==> config.mk <==
export PLATFORM = sky130hd
export DESIGN_NAME = exec_dispatch_unit
export DESIGN_NICKNAME = d
export VERILOG_FILES = /design/src/rtl/felis_exec_pkg.sv /design/src/rtl/exec_field_decode.sv /design/src/rtl/exec_dispatch_unit.sv
export SDC_FILE = /design/constraint.sdc
export NUM_CORES = 1
export LEC_CHECK = 0
export ABC_AREA = 1
export BUFFER_PORTS_ARGS = -buffer_cell sky130_fd_sc_hd__clkbuf_2
export CAP_MARGIN = 10
export CORE_AREA = 4 4 167 169
export CTS_CLUSTER_DIAMETER = 40
export CTS_CLUSTER_SIZE = 14
export DETAILED_ROUTE_END_ITERATION = 12
export DIE_AREA = 0 0 171 173
export PLACE_DENSITY = 0.61
export SLEW_MARGIN = 25
export SYNTH_ARGS = -nofsm -noshare
export SYNTH_HDL_FRONTEND = slang
export SYNTH_SLANG_ARGS = --single-unit
==> constraint.sdc <==
create_clock -name clk -period 7.05 [get_ports clk]
set_clock_uncertainty 0.15 [all_clocks]
set_input_delay 1.0575 -clock clk [delete_from_list [all_inputs] [get_ports clk]]
set_output_delay 1.0575 -clock clk [all_outputs]
set_load 0.02 [all_outputs]
==> src/rtl/felis_exec_pkg.sv <==
// Shared types for the execute dispatcher: FSM states, instruction field positions,
// inst_num constants and the ALU / rt-destination classification.
package felis_exec_pkg;

    typedef enum logic [1:0] {
        S_IDLE   = 2'd0,
        S_START  = 2'd1,
        S_WAIT   = 2'd2,
        S_RESULT = 2'd3
    } state_t;

    localparam int NUM_HI  = 31;
    localparam int NUM_LO  = 26;
    localparam int RS_HI   = 25;
    localparam int RS_LO   = 21;
    localparam int RT_HI   = 20;
    localparam int RT_LO   = 16;
    localparam int RD_HI   = 15;
    localparam int RD_LO   = 11;
    localparam int SH_HI   = 10;
    localparam int SH_LO   = 6;
    localparam int IMM_HI  = 15;
    localparam int IMM_LO  = 0;
    localparam int ADDR_HI = 25;
    localparam int ADDR_LO = 0;

    localparam logic [5:0] INST_ADD     = 6'd8;
    localparam logic [5:0] INST_ADDI    = 6'd9;
    localparam logic [5:0] INST_ALU_MAX = 6'd26;

    function automatic logic is_alu(input logic [5:0] num);
        return num inside {[6'd8:6'd13], [6'd16:6'd18], [6'd20:INST_ALU_MAX]};
    endfunction

    // Immediate-form ALU codes write rt; the rest of the ALU codes write rd.
    function automatic logic uses_rt_dest(input logic [5:0] num);
        return num inside {6'd9, 6'd11, 6'd21, 6'd23, 6'd25};
    endfunction

endpackage

==> src/rtl/exec_field_decode.sv <==
// Pure combinational split of a raw instruction word into its operand fields.
module exec_field_decode
    import felis_exec_pkg::*;
(
    input  logic [31:0] inst,
    output logic [5:0]  inst_num,
    output logic [4:0]  rs_idx,
    output logic [4:0]  rt_idx,
    output logic [4:0]  rd_idx,
    output logic [4:0]  shift5,
    output logic [15:0] const16,
    output logic [31:0] const16_x,
    output logic [25:0] addr26
);

    assign inst_num  = inst[NUM_HI:NUM_LO];
    assign rs_idx    = inst[RS_HI:RS_LO];
    assign rt_idx    = inst[RT_HI:RT_LO];
    assign rd_idx    = inst[RD_HI:RD_LO];
    assign shift5    = inst[SH_HI:SH_LO];
    assign const16   = inst[IMM_HI:IMM_LO];
    assign const16_x = {{16{inst[IMM_HI]}}, inst[IMM_HI:IMM_LO]};
    assign addr26    = inst[ADDR_HI:ADDR_LO];

endmodule

==> src/rtl/exec_dispatch_unit.sv <==
// Single-issue dispatcher: latches one instruction, starts the exec element, waits, writes back.
// Define EXEC_TIMEOUT_EN to bound the WAIT state by TIMEOUT_CYCLES and report wb_err.
module exec_dispatch_unit
    import felis_exec_pkg::*;
#(
    parameter int TIMEOUT_CYCLES = 64
) (
    input  logic        clk,
    input  logic        reset,
    input  logic        in_valid,
    output logic        in_ready,
    input  logic [31:0] in_pc,
    input  logic [31:0] in_inst,
    output logic [4:0]  rf_raddr0,
    output logic [4:0]  rf_raddr1,
    input  logic [31:0] rf_rdata0,
    input  logic [31:0] rf_rdata1,
    output logic        el_reset,
    input  logic        el_completed,
    output logic [31:0] el_pc,
    output logic [5:0]  el_inst_num,
    output logic [15:0] el_const16,
    output logic [31:0] el_const16_x,
    output logic [4:0]  el_shift5,
    output logic [25:0] el_addr26,
    output logic [31:0] el_rs,
    output logic [31:0] el_rt,
    input  logic [31:0] el_out,
    output logic        wb_valid,
    input  logic        wb_ready,
    output logic        wb_we,
    output logic [4:0]  wb_addr,
    output logic [31:0] wb_data,
    output logic [31:0] wb_pc,
    output logic        wb_err,
    output state_t      dbg_state
);

    // Handshakes (in_*, wb_*): a transfer happens on a rising edge where valid && ready are
    // both high; the payload must be stable while valid is high, and ready never depends
    // combinationally on valid.

    if (TIMEOUT_CYCLES < 1) begin : g_bad_timeout
        $error("TIMEOUT_CYCLES must be at least 1");
    end

    state_t      state;
    logic        el_start;
    logic [5:0]  dec_inst_num;
    logic [4:0]  dec_rs, dec_rt, dec_rd, dec_shift5;
    logic [15:0] dec_const16;
    logic [31:0] dec_const16_x;
    logic [25:0] dec_addr26;
    logic [4:0]  dest_idx;
    logic        dest_we;

    exec_field_decode u_decode (
        .inst      (in_inst),
        .inst_num  (dec_inst_num),
        .rs_idx    (dec_rs),
        .rt_idx    (dec_rt),
        .rd_idx    (dec_rd),
        .shift5    (dec_shift5),
        .const16   (dec_const16),
        .const16_x (dec_const16_x),
        .addr26    (dec_addr26)
    );

    assign rf_raddr0 = dec_rs;
    assign rf_raddr1 = dec_rt;

    // Non-ALU codes have no destination, so they report address 0 and never write.
    assign dest_idx  = !is_alu(dec_inst_num) ? 5'd0 :
                       (uses_rt_dest(dec_inst_num) ? dec_rt : dec_rd);
    assign dest_we   = is_alu(dec_inst_num) && (dest_idx != 5'd0);

    // The element is held in reset whenever the dispatcher is, not only during START.
    assign el_reset  = reset | el_start;
    assign dbg_state = state;

`ifdef EXEC_TIMEOUT_EN
    localparam int CW = $clog2(TIMEOUT_CYCLES + 1);
    localparam logic [CW-1:0] WAIT_LAST = CW'(TIMEOUT_CYCLES - 1);
    logic [CW-1:0] wait_cnt;
    logic          err_q;
    assign wb_err = err_q;
`else
    assign wb_err = 1'b0;
`endif

    always_ff @(posedge clk or posedge reset) begin
        if (reset) begin
            state        <= S_IDLE;
            in_ready     <= 1'b1;
            wb_valid     <= 1'b0;
            el_start     <= 1'b0;
            el_pc        <= '0;
            el_inst_num  <= '0;
            el_const16   <= '0;
            el_const16_x <= '0;
            el_shift5    <= '0;
            el_addr26    <= '0;
            el_rs        <= '0;
            el_rt        <= '0;
            wb_we        <= 1'b0;
            wb_addr      <= '0;
            wb_data      <= '0;
            wb_pc        <= '0;
`ifdef EXEC_TIMEOUT_EN
            wait_cnt     <= '0;
            err_q        <= 1'b0;
`endif
        end else begin
            case (state)
                S_IDLE: begin
                    if (in_valid) begin
                        el_pc        <= in_pc;
                        el_inst_num  <= dec_inst_num;
                        el_const16   <= dec_const16;
                        el_const16_x <= dec_const16_x;
                        el_shift5    <= dec_shift5;
                        el_addr26    <= dec_addr26;
                        el_rs        <= rf_rdata0;
                        el_rt        <= rf_rdata1;
                        wb_pc        <= in_pc;
                        wb_addr      <= dest_idx;
                        wb_we        <= dest_we;
                        wb_data      <= '0;
                        in_ready     <= 1'b0;
                        el_start     <= 1'b1;
                        state        <= S_START;
`ifdef EXEC_TIMEOUT_EN
                        err_q        <= 1'b0;
`endif
                    end
                end
                S_START: begin
                    el_start <= 1'b0;
                    state    <= S_WAIT;
`ifdef EXEC_TIMEOUT_EN
                    wait_cnt <= '0;
`endif
                end
                S_WAIT: begin
                    if (el_completed) begin
                        wb_data  <= el_out;
                        wb_valid <= 1'b1;
                        state    <= S_RESULT;
                    end
`ifdef EXEC_TIMEOUT_EN
                    else if (wait_cnt == WAIT_LAST) begin
                        err_q    <= 1'b1;
                        wb_we    <= 1'b0;
                        wb_data  <= '0;
                        wb_valid <= 1'b1;
                        state    <= S_RESULT;
                    end else begin
                        wait_cnt <= wait_cnt + 1'b1;
                    end
`endif
                end
                S_RESULT: begin
                    if (wb_ready) begin
                        wb_valid <= 1'b0;
                        in_ready <= 1'b1;
                        state    <= S_IDLE;
                    end
                end
                default: state <= S_IDLE;
            endcase
        end
    end

endmodule

==> results of run 1 <==
-- cell usage after synthesis, drive strengths merged --
| cell type | n | area share |
|---|---|---|
| ha | 4 | 0.0065 |
| nor2 | 6 | 0.0033 |
| or2 | 2 | 0.0020 |
| a21oi | 3 | 0.0039 |
| dfrtp | 170 | 0.56 |
| o21ai | 56 | 0.051 |
| nand3 | 48 | 0.031 |
| buf | 122 | 0.12 |
| clkbuf | 13 | 0.0064 |
| a32oi | 1 | 0.0011 |
| o21bai | 1 | 0.00098 |
| dfstp | 1 | 0.0034 |
| inv | 60 | 0.030 |
| nand2 | 380 | 0.19 |
| conb | 1 | 0.00049 |
-- power groups by stage --
stage	Clock [uW]	Sequential (uW)	Combinational, uW
after floorplan	0	2240	1450
after global placement	0	1760	2570
after detailed placement	0	1770	2610
after CTS	962	1760	2600
after global routing	1010	1810	2790
final	921	1750	2550
-- registers in the layout (all words and copies together), names as in the netlist --
register and cells:
wb_addr 5, dbg_state 2, el_inst_num 6, el_const16_x 15, el_rt 32, wb_data 32, in_ready 1, el_addr26 11
wb_we 1, wb_pc 32, el_rs 32, wb_valid 1, el_start 1
-- worst max-delay path by stage --
| stage | cells past startpoint | startpoint | endpoint |
|---|---|---|---|
| after floorplan | 1 | reset | dbg_state[0] |
| after global placement | 6 | in_valid | el_rt[5] |
| after detailed placement | 6 | in_valid | wb_pc[21] |
| after CTS | 7 | dbg_state[0] | wb_pc[21] |
| after global routing | 7 | dbg_state[0] | wb_pc[26] |
| final | 7 | dbg_state[1] | wb_pc[21] |
-- worst max-delay path, cell delays in order, from the launching register on --
cell and delay [ns]:
dfrtp_1 0.43, inv_1 0.11, ha_1 0.22, nand2_4 0.41
inv_4 0.63, buf_4 0.63, nand2_1 0.14, nand2_1 0.09
-- layout by cell type, fill, tap and decap left out, drive strengths merged --
master / Yosys / layout
nor2: 6 / 6
bufinv: 0 / 1
dfstp: 1 / 1
clkinvlp: 0 / 2
inv: 60 / 67
dfrtp: 170 / 170
clkinv: 0 / 3
buf: 122 / 6
diode: 0 / 1
a21oi: 3 / 3
conb: 1 / 1
o21ai: 56 / 56
clkbuf: 13 / 449
o21bai: 1 / 1
ha: 4 / 4
nand2: 380 / 380
a32oi: 1 / 1
or2: 2 / 2
nand3: 48 / 48
-- routing by layer --
metal / GRT usage / part of all wire / vias up
met2: 0.264 / 0.50 / 281
met5: 0 / 0 / -
met1: 0.185 / 0.40 / 3065
li1: - / - / 3194
met4: 0.0409 / 0.018 / 0
met3: 0.0537 / 0.087 / 17
-- stage by stage --
| stage | setup WS, ns | util | cell area [um^2] | hold slack (ns) | cells |
|---|---|---|---|---|---|
| after floorplan | 1.21 | - | 7660 | 0.309 | 868 |
| after global placement | 3.70 | 0.352 | 9360 | 0.311 | 1510 |
| after detailed placement | 3.69 | 0.352 | 9360 | 0.314 | 1510 |
| after CTS | 4.09 | 0.373 | 9920 | 0.333 | 1542 |
| after global routing | 3.85 | 0.374 | 9930 | 0.348 | 1543 |
| final | 4.10 | 0.374 | 9930 | 0.331 | 1543 |
-- logic make-up (layout without fill, tap and decap cells) --
family	after synthesis	count (layout)	synth area share
compound gates	61	61	0.0574
flops	171	171	0.559
other cells	1	2	0.000490
fa+ha+maj	4	4	0.00654
simple gates	436	436	0.225
buf+inv	195	528	0.152
-- area by class of cell --
| class | instances | area (um^2) | share of cell area |
|---|---|---|---|
| repair buffers | 436 | 2200 | 0.222 |
| inverters | 60 | 235 | 0.0237 |
| diodes | 1 | 2.50 | 0.000252 |
| clock inverters | 13 | 131 | 0.0132 |
| clock buffers | 19 | 433 | 0.0436 |
| multi-input cells | 502 | 2220 | 0.224 |
| flip-flops and latches | 171 | 4280 | 0.431 |
| well taps | 341 | 427 | 0.0430 |
==> summary.md, run 1 <==
| Metric | Value |
|---|---|
| Hold Buf Count CTS | `0` |
| WHS Endpoint | `el_rt[26]` |
| Clock latency on the worst-skew pair | `0.41 ns` |
| Vias in the first global route | `between 6k and 7k` |
| Post-cts gate resize count | `0` |
| Clock Tree Buf Depth | `2` |
| First-pass GRT wire length | `36.1 mm` |
| Register bit total from synthesis | `171` |
| Critical path class | `reg2reg` |
| Leak Pwr | `around 0.006 uW` |
| Initial DRC Count | `roughly 410` |
| Total gr overflow | `0` |
| Syn Nets | `between 1k and 1.5k` |
| Largest net degree at the start of global routing | `91` |
| Io pins | `approximately 430` |
| Synthesis-to-finish area growth | `29.7%` |
| Postcts setup bufs | `0` |
| GRT Total Usage | `0.155` |
| Outcome | `complete, no violations` |
| PD cells | `527 nW/um^2` |
| Maximum vdd ir drop | `0.261 mV` |
| H-tree depth | `4` |
| Hold crit path type | `reg2reg` |
| Worst R2R End | `wb_pc[21]` |
| Die Area | `a little under 30000 um^2` |
| Final Max Slew Viols | `0` |
| Crit start category | `flop` |
| Fin Setup TNS | `0 ns` |
| Crit path arrival time | `between 3 and 4 ns` |
| CTS tree | `built` |
| Switch Pwr | `2540 uW` |
| Clock slew seen by the registers of the worst setup and hold paths | `0.07 ns` |
| Max Cap Violations | `0` |
| Dpl hpwl | `18.0 mm` |
| Cell Area, Synth | `approximately 7700 um^2` |
| R2R cell count | `7` |
| Final Hold Viols | `0` |
| WHS Path Cells | `2` |
| DRT antenna net count | `0` |
| CTS buffer count | `17` |
| Detailed Routing Iterations Pass 1 | `4` |
| Worst slew margin | `0.410` |
| Starting Density | `0.288` |
| Wire per inst | `between 15 and 20 um` |
| TritonCTS sink count | `171` |
| Die X | `around 170 um` |
| IO Port Bufs | `430` |
| Initial antenna violation count | `1` |
| R2R setup slack | `between 4 and 5 ns` |
| Sequential share of power | `0.336` |
| Final #Nets | `~1.4k` |
| Worst setup EP type | `flop` |
| Root Driver | `clkbuf_16` |
| Placer Congestion | `0.829` |
| Setup violations, final | `0` |
| Die Ht | `approximately 170 um` |
| Switching part of the total | `0.486` |
| Critical Path Fanout Max | `68` |
| Via count | `~6.6k` |
| Cell internal pwr | `~2700 uW` |
| Critical Path RT | `just over 7 ns` |
| Via-to-Cell Ratio | `~4.2` |
| Hold path startpoint | `el_rt[26]` |
| Layout cells sized above 1 | `0.425` |
| Remaining DRCs | `0` |
| YS warnings | `0` |
| Placement row count | `60` |
| Slew @ Worst Pin | `0.885 ns` |
| Post-synthesis sequential area ratio | `0.559` |
| Detailed Route WL | `23.8 mm` |
| Fin crit share | `0.418` |
| Fmax | `339 MHz` |
| R2r startpoint | `dbg_state[1]` |
| Post-synthesis instance total | `868` |
| Syn Area/Cell | `8.82 um^2` |
| Power, Total | `around 5200 uW` |
| Yosys cell types | `27` |
| Final min period | `approximately 2.9 ns` |
| RSZ-0062 raised after global routing | `no` |
| Clk network pwr share | `0.176` |
| # fillers | `around 2.8k` |
| Core area | `about 27000 um^2` |
| Comb pwr share | `0.488` |
(Power assumes the default switching activity.)
==> inputs of run 2 (changes only) <==
- ABC_AREA: 1 -> 0
- CORE_AREA: 4 4 167 169 -> 4 4 168 170
- DIE_AREA: 0 0 171 173 -> 0 0 172 174
- PLACE_DENSITY: 0.61 -> 0.6
- clock period: 7.05 -> 2.6 ns (I/O delays scaled with it)
==> summary.md, run 2 <==
| Metric | Value |
|---|---|
| RSZ-0062 raised after global routing | `no` |
| Placer Congestion | `0.783 (-5.6%)` |
| DRT antenna net count | `0 (unchanged)` |
| Most frequent cells after synthesis | `dfrtp_1 (170), mux2_2 (130), buf_4 (96)` |
| Via-to-Cell Ratio | `4.29 (+0.92%)` |
| Clock Tree Buf Depth | `2 (unchanged)` |
| CTS tree | `built` |
| Hold crit path type | `in2reg` |
| Final Max Slew Viols | `0 (unchanged)` |
| Post-synthesis sequential area ratio | `0.590 (+0.0310)` |
| Final #Nets | `1028 (-24%)` |
| Fin crit share | `0.861 (+0.443)` |
| Initial antenna violation count | `0 (-1)` |
| CP bufs+invs | `1 (-2)` |
| Synth top area share | `0.586 (+0.0308)` |
| Dpl hpwl | `17.1 mm (-4.6%)` |
| Delay-heaviest family, CP | `compound AO/OA/AOI/OAI gates` |
| Clock latency on the worst-skew pair | `0.42 ns (about the same)` |
| GRT Total Usage | `0.141 (-0.0140)` |
| Slew @ Worst Pin | `0.615 ns (-0.270 ns)` |
| Fmax | `447 MHz (+32%)` |
| Yosys cell types | `30 (+11%)` |
| Inst Count DP | `1180 (-22%)` |
| Antenna diodes | `0 (-1)` |
| Crit start category | `flop` |
| Crit path cell chain | `inv_1, ha_1, nand2_8, a311o_1, a211o_1, o31ai_1` |
| Total gr overflow | `0 (unchanged)` |
| Post-cts gate resize count | `0 (unchanged)` |
| Leak Pwr | `0.00507 uW (-13%)` |
| Postcts setup bufs | `0 (unchanged)` |
| Final Hold Viols | `0 (unchanged)` |
| Synth area leaders | `dfrtp_1 (59%), mux2_2 (20%), buf_4 (9.9%)` |
| Die Area | `29900 um^2 (+1.2%)` |
| Leading area contributor after synthesis | `dfrtp_1` |
| Core area | `26700 um^2 (+0.56%)` |
| Largest net degree at the start of global routing | `60 (-34%)` |
| PD cells | `1480 nW/um^2 (+180%)` |
| Via count | `5202 (-21%)` |
| CP peak stage delay | `0.44 ns (-0.19 ns)` |
| Synthesis-to-finish area growth | `34.8%` |
| Dominant cell by count in the synthesized netlist | `dfrtp_1` |
| YS warnings | `0 (unchanged)` |
| Root Driver | `clkbuf_16` |
| Post-synthesis instance total | `518 (-40%)` |
| Post-synth EDFFs | `0 (unchanged)` |
| First-pass GRT wire length | `32.1 mm (-11%)` |
| Die X | `172 um (+0.58%)` |
| TritonCTS sink count | `171 (unchanged)` |
| Commonest non-fill, non-tap cell in the layout | `clkbuf_2` |
| Ys async rst share | `1.00 (unchanged)` |
| Critical path class | `reg2reg` |
| Outcome | `complete, no violations` |
| Max Cap Violations | `0 (unchanged)` |
| Layout cells sized above 1 | `0.696 (+0.271)` |
| Commonest register cell after synthesis | `dfrtp_1` |
| Starting Density | `0.271 (-0.0166)` |
| Placement row count | `60 (unchanged)` |
| Worst slew margin | `0.590 (+0.180)` |
| Die Ht | `174 um (+0.58%)` |
| Crit path arrival time | `2.42 ns (-0.73 ns)` |
| Detailed Route WL | `21.8 mm (-8.7%)` |
| Syn Area/Cell | `14.0 um^2 (+59%)` |
| Cell Area, Synth | `7250 um^2 (-5.2%)` |
| Initial DRC Count | `145 (-64%)` |
| Syn Nets | `687 (-34%)` |
| H-tree depth | `4 (unchanged)` |
| Final core utilization | `0.366 (-0.00776)` |
| Io pins | `432 (unchanged)` |
| Post-Layout Cell Count | `1213 (-21%)` |
| CTS buffer count | `17 (unchanged)` |
| Setup violations, final | `0 (unchanged)` |
| Vias in the first global route | `5478 (-15%)` |
| Final min period | `2.24 ns (-0.709 ns)` |
| Maximum vdd ir drop | `0.553 mV (+110%)` |
| Remaining DRCs | `0 (unchanged)` |
| Wire per inst | `17.9 um (+16%)` |
| # fillers | `2670 (-4.9%)` |
| Crit path max-delay cell type | `dfrtp_1` |
| Most frequent cells in the layout | `clkbuf_2 (430), dfrtp_1 (170), mux2_2 (130)` |
| Register bit total from synthesis | `171 (unchanged)` |
| Worst setup EP type | `flop` |
| IO Port Bufs | `430 (unchanged)` |
| Detailed Routing Iterations Pass 1 | `4 (unchanged)` |
| Critical Path Fanout Max | `10 (-85%)` |
| Critical Path RT | `2.78 ns (-4.47 ns)` |
| Clock slew seen by the registers of the worst setup and hold paths | `0.08 ns (about the same)` |
[run 2: cell count changes after synthesis, sizes merged, moves of 2 or more]
cell,delta
mux2,+130
nand3,-48
nand2,-367
or4,+2
nor2,-3
o21ai,-47
o2bb2ai,+2
buf,-17
a22o,+33
nor2b,+3
a22oi,+5
nand2b,+2
a32oi,+4
inv,-55
[run 2: path summary, 6_finish.rpt]
kind	slack (ns)	cells past startpoint	startpoint	endpoint
hold reg to reg	0.33	2	wb_we	wb_we
setup reg to reg	0.36	6	dbg_state[0]	wb_we
min in group asynchronous	0.40	3	reset	el_rt[10]
hold / removal	0.02	2	el_out[0]	wb_data[0]
max in group asynchronous	1.22	4	reset	el_const16_x[0]
setup / recovery	0.36	6	dbg_state[0]	wb_we
[run 2: repair_timing]
item,4_1_cts,5_1_grt
endpoints found under the hold margin,16,0
endpoints found under the setup margin,0,0
hold buffers,1,0
[run 2: layout make-up]
| class | instances | area, um^2 | share of cell area |
|---|---|---|---|
| Tap cell | 341 | 427 | 0.0436 |
| Clock buffer | 19 | 453 | 0.0463 |
| Clock inverter | 13 | 144 | 0.0147 |
| Sequential cell | 171 | 4280 | 0.438 |
| Inverter | 5 | 22.5 | 0.00230 |
| Multi-Input combinational cell | 224 | 2160 | 0.221 |
| Timing Repair Buffer | 440 | 2290 | 0.234 |
[run 2: routing by layer]
metal	share of wire	wire length, um	vias to the layer above	global-route usage
met2	0.53	11500	251	0.259
met5	0	0	-	0
met4	0.016	354	0	0.0390
met3	0.079	1730	11	0.0430
li1	-	-	2399	-
met1	0.38	8190	2541	0.155
[run 2: cells by family (layout without fill, tap and decap cells)]
kind of cell | after synthesis | in the layout | share of synthesized area
compound gates | 63 | 63 | 0.0683
flops | 171 | 171 | 0.590
fa+ha+maj | 4 | 4 | 0.00690
simple gates | 26 | 26 | 0.0176
mux | 130 | 130 | 0.202
other cells | 1 | 1 | 0.000517
buf+inv | 123 | 477 | 0.115
[run 2: worst reg2reg max path, delay by kind of cell (launching register included)]
family,cells,cell delay (ns)
flip-flops,1,0.44
AO/OA/AOI/OAI,3,0.98
buffers and inverters,1,0.10
adder cells (fa/ha/maj),1,0.35
AND/OR/NAND/NOR,1,0.15
[run 2: power breakdown]
group / internal (uW) / switching [uW]
Sequential: 3950 / 882
Combinational: 2690 / 4380
Clock: 1340 / 1240
[run 2: per-stage QoR]
stage	total power, uW	setup WS, ns	hold slack (ns)	cell area, um^2	TNS, ns
global placement	12000	0.265	0.310	9170	0
finish	14500	0.361	0.0241	9780	0
CTS	14800	0.318	0.00295	9780	0
floorplan	10200	-0.122	0.315	7260	-20.72
global route	15400	0.188	0.00695	9780	0
detailed placement	12100	0.353	0.315	9170	0
==> inputs of run 3 (changes only) <==
- CORE_AREA: 4 4 168 170 -> default
- CORE_MARGIN: default -> 4
- CORE_UTILIZATION: default -> 37
- DIE_AREA: 0 0 172 174 -> default
- PLACE_DENSITY: 0.6 -> 0.72
- SYNTH_HIERARCHICAL: default -> 1
==> summary.md, run 3 <==
| Metric | Value |
|---|---|
| Max Used Layer | `met4` |
| Final min period | `2.17 ns (-0.0648 ns)` |
| Root Driver | `clkbuf_16` |
| Post-synthesis instance total | `669 (+29%)` |
| Fin crit share | `0.836 (-0.0249)` |
| Core area | `25300 um^2 (-5.5%)` |
| R2R cell count | `7 (+1)` |
| Via-to-Cell Ratio | `4.68 (+9.1%)` |
| Routed metal-1 wirelength | `9.52 mm (+16%)` |
| Crit path arrival time | `2.45 ns (+0.03 ns)` |
| Initial antenna violation count | `0 (unchanged)` |
| Crit start category | `flop` |
| Outcome | `complete, no violations` |
| Via count | `6951 (+34%)` |
| RSZ-0062 raised after global routing | `no` |
| WL met2 | `13.9 mm (+21%)` |
| Worst setup EP type | `flop` |
| Clock Tree Buf Depth | `3 (+1)` |
| Starting Density | `0.377 (+0.105)` |
| Synth top area share | `0.586 (about the same)` |
| Postcts setup bufs | `0 (unchanged)` |
| Yosys cell types | `32 (+6.7%)` |
| Final Max Slew Viols | `0 (unchanged)` |
| DRT antenna net count | `0 (unchanged)` |
| Commonest register cell after synthesis | `dfrtp_1` |
| Cell Area, Synth | `9520 um^2 (+31%)` |
| Placer Congestion | `0.789 (+0.83%)` |
| Commonest non-fill, non-tap cell in the layout | `clkbuf_2` |
| Critical Path RT | `2.88 ns (+0.10 ns)` |
| Final Hold Viols | `0 (unchanged)` |
| Clock latency on the worst-skew pair | `0.54 ns (+0.12 ns)` |
| Most frequent cells in the layout | `clkbuf_2 (430), dfrtp_1 (223), mux2_2 (183)` |
| Largest net degree at the start of global routing | `98 (+63%)` |
| Fmax | `460 MHz (+3.0%)` |
| CTS tree | `built` |
| Synth area leaders | `dfrtp_1 (59%), mux2_2 (22%), buf_4 (10%)` |
| Place WS | `0.279 ns (-0.0748 ns)` |
| Max Cap Violations | `0 (unchanged)` |
| Post-synthesis sequential area ratio | `0.589 (-0.000891)` |
| Die Ht | `168 um (-3.2%)` |
| Final core utilization | `0.542 (+0.176)` |
| Hold crit path type | `in2reg` |
| # fillers | `2001 (-25%)` |
| Leak Pwr | `0.00679 uW (+34%)` |
| First-pass GRT wire length | `41.7 mm (+30%)` |
| Worst setup margin | `0.426 ns (+0.0648 ns)` |
| TritonCTS sink count | `224 (+31%)` |
| PD cells | `1360 nW/um^2 (-8.5%)` |
| Most frequent cells after synthesis | `dfrtp_1 (223), mux2_2 (183), buf_4 (133)` |
| Die Area | `28400 um^2 (-5.3%)` |
| Ys async rst share | `1.00 (unchanged)` |
| Register bit total from synthesis | `224 (+31%)` |
| Layout cells sized above 1 | `0.591 (-0.105)` |
| YS warnings | `6 (+6)` |
| Dpl hpwl | `17.4 mm (+1.5%)` |
| Critical Path Fanout Max | `19 (+9)` |
| Detailed Routing Iterations Pass 1 | `4 (unchanged)` |
| H-tree depth | `1 (-3)` |
| Total gr overflow | `0 (unchanged)` |
| Post-route cell area | `13700 um^2 (+40%)` |
| IO Port Bufs | `430 (unchanged)` |
| WHS Path Cells | `2 (unchanged)` |
| Antenna diodes | `0 (unchanged)` |
| GRT Total Usage | `0.179 (+0.0384)` |
| Wire per inst | `17.8 um (-1.0%)` |
| Worst slew margin | `0.534 (-0.0559)` |
| Clock slew seen by the registers of the worst setup and hold paths | `0.06 ns (-0.02 ns)` |
| CTS buffer count | `31 (+14)` |
| Dominant cell by count in the synthesized netlist | `dfrtp_1` |
| Detailed Route WL | `26.4 mm (+21%)` |
| Critical path class | `reg2reg` |
| Placement row count | `58 (-3.3%)` |
| Syn Area/Cell | `14.2 um^2 (+1.6%)` |
| Setup violations, final | `0 (unchanged)` |
| Initial DRC Count | `366 (+150%)` |
| Synthesis-to-finish area growth | `43.9%` |
| Remaining DRCs | `0 (unchanged)` |
| Leading area contributor after synthesis | `dfrtp_1` |
| Metal3 WL | `2.07 mm (+20%)` |
| Post-synth EDFFs | `0 (unchanged)` |
| Slew @ Worst Pin | `0.699 ns (+0.0838 ns)` |
| Syn Nets | `838 (+22%)` |
| Fin Setup TNS | `0 ns (unchanged)` |
| Maximum vdd ir drop | `0.894 mV (+62%)` |
| Placed cell area | `11100 um^2 (+21%)` |
| Vias in the first global route | `7675 (+40%)` |
| Die X | `168 um (-2.1%)` |
| Final #Nets | `1302 (+27%)` |
| Io pins | `432 (unchanged)` |
==> run 3: cell count changes in the layout (fill, tap and decap cells not counted), sizes merged, moves of 2 or more <==
cell / delta
bufinv: +3
clkbuf: +20
a21oi: +2
and2: +2
clkinv: +2
mux2: +53
nand2: -2
buf: +2
dfrtp: +53
inv: -2
dlygate4sd3: +150
==> run 3: path summary, 6_finish.rpt <==
path	slack, ns	to	from
setup / recovery	0.43	wb_data[10]	dbg_state[0]
hold / removal	0.03	el_inst_num[2]	in_inst[28]
setup reg to reg	0.43	wb_data[10]	dbg_state[0]
hold reg to reg	0.35	el_const16_x[31]	el_const16_x[31]
max in group asynchronous	1.41	wb_pc[20]	reset
min in group asynchronous	0.33	wb_data[19]	reset
==> run 3: per-stage QoR <==
| stage | std cells | total power, uW | hold slack [ns] |
|---|---|---|---|
| final | 1486 | 18600 | 0.0260 |
| after global routing | 1486 | 19500 | 0.00749 |
| after CTS | 1486 | 18700 | 0.000293 |
| after detailed placement | 1279 | 14200 | 0.336 |
| after global placement | 1279 | 14000 | 0.330 |
| after floorplan | 669 | 11600 | 0.315 |
==> run 3: final cells by class <==
type | count | area [um^2] | area share
inverters | 5 | 22.5 | 0.00165
multi-input cells | 279 | 2770 | 0.202
well taps | 330 | 413 | 0.0302
flip-flops and latches | 224 | 5610 | 0.410
clock inverters | 17 | 211 | 0.0154
clock buffers | 39 | 846 | 0.0618
repair buffers | 592 | 3820 | 0.279
==> run 3: what timing repair did <==
action / 4_1_cts / 5_1_grt
gates resized for setup: 0 / 0
hold buffers: 151 / 0
hold endpoints to repair: 309 / 0
==> run 3: per-layer routing <==
metal  GRT usage  vias up
met5           0        -
met3      0.0439       63
met2       0.333      338
met4      0.0663        0
li1            -     3142
met1       0.197     3408
==> run 3: where the power goes <==
part	total [uW]	leakage [uW]	switching (uW)	internal, uW
registers	6290	0.00270	1070	5220
logic	8070	0.00357	4780	3290
clock network	4220	0.000516	1590	2630
total	18600	0.00679	7440	11100
==> run 3: worst max-delay path: stages, from the launching register on <==
cell	delay [ns]
dfrtp_1	0.42
inv_1	0.08
ha_1	0.31
nor2b_1	0.19
a21oi_1	0.18
o21ai_2	0.24
buf_12	0.24
a22o_1	0.24
==> run 3: cell families (layout without fill, tap and decap cells) <==
kind of cell,after synthesis,in the layout,share of synthesized area
and+or+nand+nor,29,29,0.0168
DFF,224,224,0.589
other,1,1,0.000394
AOI/OAI and AO/OA,62,62,0.0505
adders and majority gates,4,4,0.00526
buffers and inverters,166,653,0.121
muxes,183,183,0.217
